[src/rtl/uart_pkg.sv]
// Shared UART definitions: state encodings, default baud divider and the
// parity helper. Used by both the transmitter and the receiver so that
// state encodings stay identical across the two directions.
package uart_pkg;

    // Default divider: 25 MHz system clock / 115200 baud.
    localparam int UART_CLKS_PER_BIT_DFLT = 217;

    // Frame state encoding, common to TX and RX.
    typedef enum logic [2:0] {
        IDLE    = 3'b000,
        START   = 3'b001,
        DATA    = 3'b010,
        PARITY  = 3'b011,
        STOP    = 3'b100,
        CLEANUP = 3'b101
    } uart_state_t;

    // Even parity bit: makes the total count of ones (data + parity) even.
    function automatic logic even_parity(input logic [7:0] data);
        return ^data;
    endfunction

endpackage

[src/rtl/uart_baud_counter.sv]
// Baud-rate divider. Counts 0..CLKS_PER_BIT-1 and raises bit_tick during the
// last count of each bit period; the count wraps to 0 on the same edge.
// A synchronous clear holds the count at 0 so every bit period starts aligned.
module uart_baud_counter
    import uart_pkg::*;
#(
    parameter int CLKS_PER_BIT = UART_CLKS_PER_BIT_DFLT
) (
    input  logic clk,
    input  logic rst_n,
    input  logic clear,
    output logic bit_tick
);

    localparam int               CNT_W    = (CLKS_PER_BIT > 1) ? $clog2(CLKS_PER_BIT) : 1;
    localparam logic [CNT_W-1:0] CNT_LAST = CNT_W'(CLKS_PER_BIT - 1);
    localparam logic [CNT_W-1:0] CNT_ONE  = CNT_W'(1);
    localparam logic [CNT_W-1:0] CNT_ZERO = CNT_W'(0);

    logic [CNT_W-1:0] count_r;

    // Bit-period counter: cleared on request, wraps after the last count.
    always_ff @(posedge clk or negedge rst_n) begin
        if (!rst_n) begin
            count_r <= CNT_ZERO;
        end else if (clear) begin
            count_r <= CNT_ZERO;
        end else if (count_r == CNT_LAST) begin
            count_r <= CNT_ZERO;
        end else begin
            count_r <= count_r + CNT_ONE;
        end
    end

    assign bit_tick = (count_r == CNT_LAST);

endmodule

[src/rtl/uart_tx_serializer.sv]
// UART transmitter. Accepts one byte per i_TX_DV/o_TX_Ready handshake and
// sends it LSB first as start + 8 data + [parity] + STOP_BITS stop bits.
// Optional even parity is compiled in with the macro UART_TX_PARITY_EN
// (8E1/8E2); without it the frame is 8N1/8N2.
// All outputs are flops; the line is forced high asynchronously by rst_n.
module uart_tx_serializer
    import uart_pkg::*;
#(
    parameter int CLKS_PER_BIT = UART_CLKS_PER_BIT_DFLT,
    parameter int STOP_BITS    = 1
) (
    input  logic       clk,
    input  logic       rst_n,
    input  logic       i_TX_DV,
    input  logic [7:0] i_TX_Byte,
    output logic       o_TX_Ready,
    output logic       o_TX_Serial,
    output logic       o_TX_Active,
    output logic       o_TX_Done
);

    localparam logic [2:0] BIT_LAST  = 3'd7;
    localparam logic [2:0] STOP_LAST = 3'(STOP_BITS - 1);

    uart_state_t state_r;
    logic [7:0]  shift_r;
    logic [2:0]  bit_idx_r;
    logic        tx_serial_r;
    logic        tx_ready_r;
    logic        tx_active_r;
    logic        tx_done_r;
`ifdef UART_TX_PARITY_EN
    logic        parity_r;
`endif
    logic        accept_s;
    logic        clear_s;
    logic        bit_tick_s;

    assign accept_s = i_TX_DV & tx_ready_r;

    // Hold the baud counter at zero whenever no bit is being timed, so the
    // first bit period after IDLE starts from a clean count.
    always_comb begin
        clear_s = 1'b1;
        case (state_r)
            START:   clear_s = 1'b0;
            DATA:    clear_s = 1'b0;
`ifdef UART_TX_PARITY_EN
            PARITY:  clear_s = 1'b0;
`endif
            STOP:    clear_s = 1'b0;
            default: clear_s = 1'b1;
        endcase
    end

    uart_baud_counter #(
        .CLKS_PER_BIT(CLKS_PER_BIT)
    ) u_baud (
        .clk      (clk),
        .rst_n    (rst_n),
        .clear    (clear_s),
        .bit_tick (bit_tick_s)
    );

    // Frame sequencer: owns the state, the shift register and all outputs.
    always_ff @(posedge clk or negedge rst_n) begin
        if (!rst_n) begin
            state_r     <= IDLE;
            shift_r     <= 8'h00;
            bit_idx_r   <= 3'd0;
            tx_serial_r <= 1'b1;
            tx_ready_r  <= 1'b1;
            tx_active_r <= 1'b0;
            tx_done_r   <= 1'b0;
`ifdef UART_TX_PARITY_EN
            parity_r    <= 1'b0;
`endif
        end else begin
            case (state_r)
                IDLE: begin
                    tx_serial_r <= 1'b1;
                    tx_done_r   <= 1'b0;
                    if (accept_s) begin
                        // Latch everything the frame needs; later bus changes are ignored.
                        shift_r     <= i_TX_Byte;
`ifdef UART_TX_PARITY_EN
                        parity_r    <= even_parity(i_TX_Byte);
`endif
                        bit_idx_r   <= 3'd0;
                        tx_serial_r <= 1'b0;
                        tx_ready_r  <= 1'b0;
                        tx_active_r <= 1'b1;
                        state_r     <= START;
                    end else begin
                        tx_ready_r  <= 1'b1;
                        tx_active_r <= 1'b0;
                    end
                end

                START: begin
                    if (bit_tick_s) begin
                        tx_serial_r <= shift_r[0];
                        shift_r     <= {1'b0, shift_r[7:1]};
                        bit_idx_r   <= 3'd0;
                        state_r     <= DATA;
                    end
                end

                DATA: begin
                    if (bit_tick_s) begin
                        if (bit_idx_r == BIT_LAST) begin
                            bit_idx_r <= 3'd0;
`ifdef UART_TX_PARITY_EN
                            tx_serial_r <= parity_r;
                            state_r     <= PARITY;
`else
                            tx_serial_r <= 1'b1;
                            state_r     <= STOP;
`endif
                        end else begin
                            tx_serial_r <= shift_r[0];
                            shift_r     <= {1'b0, shift_r[7:1]};
                            bit_idx_r   <= bit_idx_r + 3'd1;
                        end
                    end
                end

`ifdef UART_TX_PARITY_EN
                PARITY: begin
                    if (bit_tick_s) begin
                        tx_serial_r <= 1'b1;
                        bit_idx_r   <= 3'd0;
                        state_r     <= STOP;
                    end
                end
`endif

                STOP: begin
                    // bit_idx_r is reused here to count stop bits.
                    if (bit_tick_s) begin
                        if (bit_idx_r == STOP_LAST) begin
                            tx_active_r <= 1'b0;
                            tx_done_r   <= 1'b1;
                            bit_idx_r   <= 3'd0;
                            state_r     <= CLEANUP;
                        end else begin
                            bit_idx_r <= bit_idx_r + 3'd1;
                        end
                    end
                end

                CLEANUP: begin
                    tx_serial_r <= 1'b1;
                    tx_done_r   <= 1'b0;
                    tx_ready_r  <= 1'b1;
                    state_r     <= IDLE;
                end

                default: begin
                    state_r     <= IDLE;
                    bit_idx_r   <= 3'd0;
                    tx_serial_r <= 1'b1;
                    tx_ready_r  <= 1'b1;
                    tx_active_r <= 1'b0;
                    tx_done_r   <= 1'b0;
                end
            endcase
        end
    end

    assign o_TX_Serial = tx_serial_r;
    assign o_TX_Ready  = tx_ready_r;
    assign o_TX_Active = tx_active_r;
    assign o_TX_Done   = tx_done_r;

endmodule

[config.mk]
export PLATFORM = sky130hd
export DESIGN_NAME = uart_tx_serializer
export DESIGN_NICKNAME = d
export VERILOG_FILES = /design/src/rtl/uart_pkg.sv /design/src/rtl/uart_baud_counter.sv /design/src/rtl/uart_tx_serializer.sv
export SDC_FILE = /design/constraint.sdc
export NUM_CORES = 1
export LEC_CHECK = 0
export CAP_MARGIN = 5
export CORE_MARGIN = 2
export CORE_UTILIZATION = 59
export DETAILED_ROUTE_END_ITERATION = 8
export DONT_BUFFER_PORTS = 1
export PLACE_DENSITY = 0.8
export SKIP_CTS_REPAIR_TIMING = 1
export SLEW_MARGIN = 10
export SYNTH_ARGS = -nofsm -noshare
export SYNTH_HDL_FRONTEND = slang
export SYNTH_SLANG_ARGS = --single-unit
[constraint.sdc]
create_clock -name clk -period 2.5 [get_ports clk]
set_input_delay 0.375 -clock clk [delete_from_list [all_inputs] [get_ports clk]]
set_output_delay 0.375 -clock clk [all_outputs]
set_load 0.05 [all_outputs]
==> flow_summary_export.csv <==
group,metric,value,unit
status,status,"complete, no violations",
logic_synthesis,synth.avg_cell_area,10.6,sq um
logic_synthesis,yosys-top-cells-count,"dfrtp_1 (24), mux2_2 (17), nor2_1 (10), a21oi_1 (9)",
worst_setup_path,crit_arrival,2.18,ns
floorplanning,ioPinCount,15,
drt,via_per_inst,6.00,
worst_setup_path,worstPathMaxFanout,9,
run,maxCapViolations,0,
logic_synthesis,synth_warnings,0,
placed_design,port_buffers,0,
logic_synthesis,synth_top_area_frac,0.413,
min_path,min_to,"shift_r[7]",
drt,drt_iter0_drc,12,
finish,layout-drive-gt1-share,0.203,
placed_design,place_congestion,0.757,
worst_setup_path,required,2.72,ns
placed_design,dp_hpwl,1960,um
global_route,grt_pass1_wl,4370,um
logic_synthesis,yosysSeqAreaShare,0.449,
logic_synthesis,synth_ff_type,"dfrtp_1",
cts,clockBufferDepth,2,
timing,period_share,0.786,
cts,cts_max_level,1,
finish,finalNetCount,155,
drt,dr.pass1.iters,4,
logic_synthesis,synth-seq-cells,26,
cts,clk_latency,0.31,ns
finish,num-fill-cells,188,
worst_setup_path,critPathLaunchType,"flop",
timing,tns,0,ns
logic_synthesis,async_flop_share,1.00,
floorplanning,die_width,53.6,um
cts,cts_made_buffers,3,
cts,clk_pin_slew,0.14,ns
floorplanning,die_h,53.6,um
worst_setup_path,rr_worst_depth,6,
timing,tightest_slew,0.579,ns
min_path,whs_path_depth,2,
timing,period_minus_slack,1.96,ns
worst_setup_path,r2r_slack,0.54,ns
timing,finalSetupViolCount,0,
worst_setup_path,reg2reg_to,"shift_r[6]",
timing,maxSlewViolCount,0,
global_route,grt_pass1_vias,1034,
global_route,gr-usage-all-layers,0.213,
logic_synthesis,synthCells,137,
worst_setup_path,crit_slowest_cell,"dfrtp_1",
pwr,max-vdd-ir-drop,0.358,mV
worst_setup_path,max_stage_delay,0.43,ns
worst_setup_path,r2r-start,"bit_idx_r[0]",
global_route,antenna_found_initial,0,
logic_synthesis,synth_area_leaders,"dfrtp_1 (41%), mux2_2 (13%), ha_1 (4.3%), dfstp_2 (3.6%), a21oi_1 (3.1%)",
logic_synthesis,ys_types,36,
floorplanning,start_util,0.639,
cts,cts_tree,"yes",
pwr,power_density,421,nW/um^2
floorplanning,coreArea,2280,sq um
drt,vias,996,
timing,hold_viol_final,0,
logic_synthesis,syn_nets,153,
min_path,hp-class,"in2reg",
drt,routedWlPerCell,15.5,um
cts,clockRootBuffer,"clkbuf_4",
timing,fmax,0.509,GHz
timing,slew_headroom,0.611,
global_route,grt_overflow,0,
finish,num_antenna_cells,0,
worst_setup_path,critical_path_class,"reg2reg",
logic_synthesis,yosysTopAreaCell,"dfrtp_1",
drt,route.detailed.drc,0,
timing,rsz0062_at_grt,"no",
drt,wirelength,2580,um
finish,area_growth,4.65,%
floorplanning,die_area,2880,sq um
worst_setup_path,cpMostUsedCell,"ha_1",
logic_synthesis,synth_edf_count,0,
worst_setup_path,end_kind,"flop",
logic_synthesis,synth.most_common_cell,"dfrtp_1",
timing,holdWs,0.205,ns
min_path,min-delay-start,"i_TX_Byte[7]",
global_route,grt_max_degree,27,
drt,ant_nets,0,
cts,clkSinkCount,26,
logic_synthesis,post_synth_instance_area,1450,sq um
worst_setup_path,cp_cell_sequence,"ha_1 -> ha_1 -> o21ai_0 -> nand3b_1 -> a21oi_4 -> mux2_2",
timing,fin_skew,0.0108,ns
pwr,leakage,0.000691,uW
floorplanning,rows,17,
per-stage QoR:
| stage | instances | area, sq um | util | total power, uW | setup WS, ns |
|---|---|---|---|---|---|
| after floorplan | 137 | 1450 | - | 429 | 0.740 |
| after global placement | 160 | 1460 | 0.639 | 429 | 0.600 |
| after detailed placement | 160 | 1460 | 0.639 | 429 | 0.543 |
| after CTS | 164 | 1490 | 0.655 | 639 | 0.523 |
| after global routing | 166 | 1520 | 0.668 | 667 | 0.355 |
| final | 166 | 1520 | 0.668 | 640 | 0.535 |
worst max path at each step:
stage,startpoint,end,cells after the start
after floorplan,u_baud.count_r[0],bit_idx_r[0],7
after global placement,bit_idx_r[0],shift_r[3],6
after detailed placement,bit_idx_r[0],shift_r[6],6
after CTS,bit_idx_r[0],shift_r[3],6
after global routing,bit_idx_r[0],shift_r[5],6
final,bit_idx_r[0],shift_r[6],6
sequential cells by signal, indices dropped and copies added (netlist names):
name and cells:
o_TX_Ready 1, o_TX_Serial 1, bit_idx_r 3, shift_r 8, o_TX_Done 1, u_baud.count_r 8, state_r 3, o_TX_Active 1
final cells by class:
type / instances / area, sq um / share of cell area
Timing Repair Buffer: 3 / 37.5 / 0.0247
Clock buffer: 4 / 36.3 / 0.0238
Multi-Input combinational cell: 97 / 729 / 0.479
Tap cell: 28 / 35.0 / 0.0230
Inverter: 8 / 30.0 / 0.0197
Sequential cell: 26 / 653 / 0.429
kinds of logic (layout without fill, tap and decap cells):
| family | Yosys count | count (layout) | synth area share |
|---|---|---|---|
| buf+inv | 14 | 15 | 0.0490 |
| flops | 26 | 26 | 0.449 |
| compound gates | 27 | 27 | 0.130 |
| xor+xnor | 7 | 7 | 0.0422 |
| mux | 17 | 17 | 0.132 |
| simple gates | 41 | 41 | 0.155 |
| fa+ha+maj | 5 | 5 | 0.0430 |
worst max-delay path: cells and delay by family, from the launching register on:
kind | cells | cell delay, ns
AO/OA/AOI/OAI | 2 | 0.46
adder cells (fa/ha/maj) | 2 | 0.43
flip-flops | 1 | 0.43
multiplexers | 1 | 0.38
AND/OR/NAND/NOR | 1 | 0.17
layer usage:
layer  track usage  vias to the layer above  wire, um
met1         0.226                      488      1070
li1              -                      488         -
met5             0                        -         0
met3        0.0528                        6        90
met4         0.115                        0        48
met2         0.385                       14      1360
cells in the final DEF (no fill, tap or decap), types with 2 or more instances in the layout:
cell type,instances
dfrtp_1,24
a21oi_1,9
and4b_1,2
xnor2_1,2
a211o_1,2
nor2b_1,4
xor2_1,5
dfstp_2,2
ha_1,5
clkbuf_4,3
and3_1,2
inv_1,8
nand3_1,8
o22ai_1,2
nor3b_1,2
a2bb2oi_1,2
nor2_1,10
mux2_2,17
nand2b_1,4
nand3b_1,2
o21ai_0,3
nand2_1,4
power by group:
group / internal (uW) / leakage, uW / switching (uW)
sequential: 421 / 0.000331 / 0
clock: 88.9 / 0.0000210 / 118
combinational: 4.36 / 0.000338 / 8.27
total: 514 / 0.000691 / 126
(Power assumes the default switching activity.)
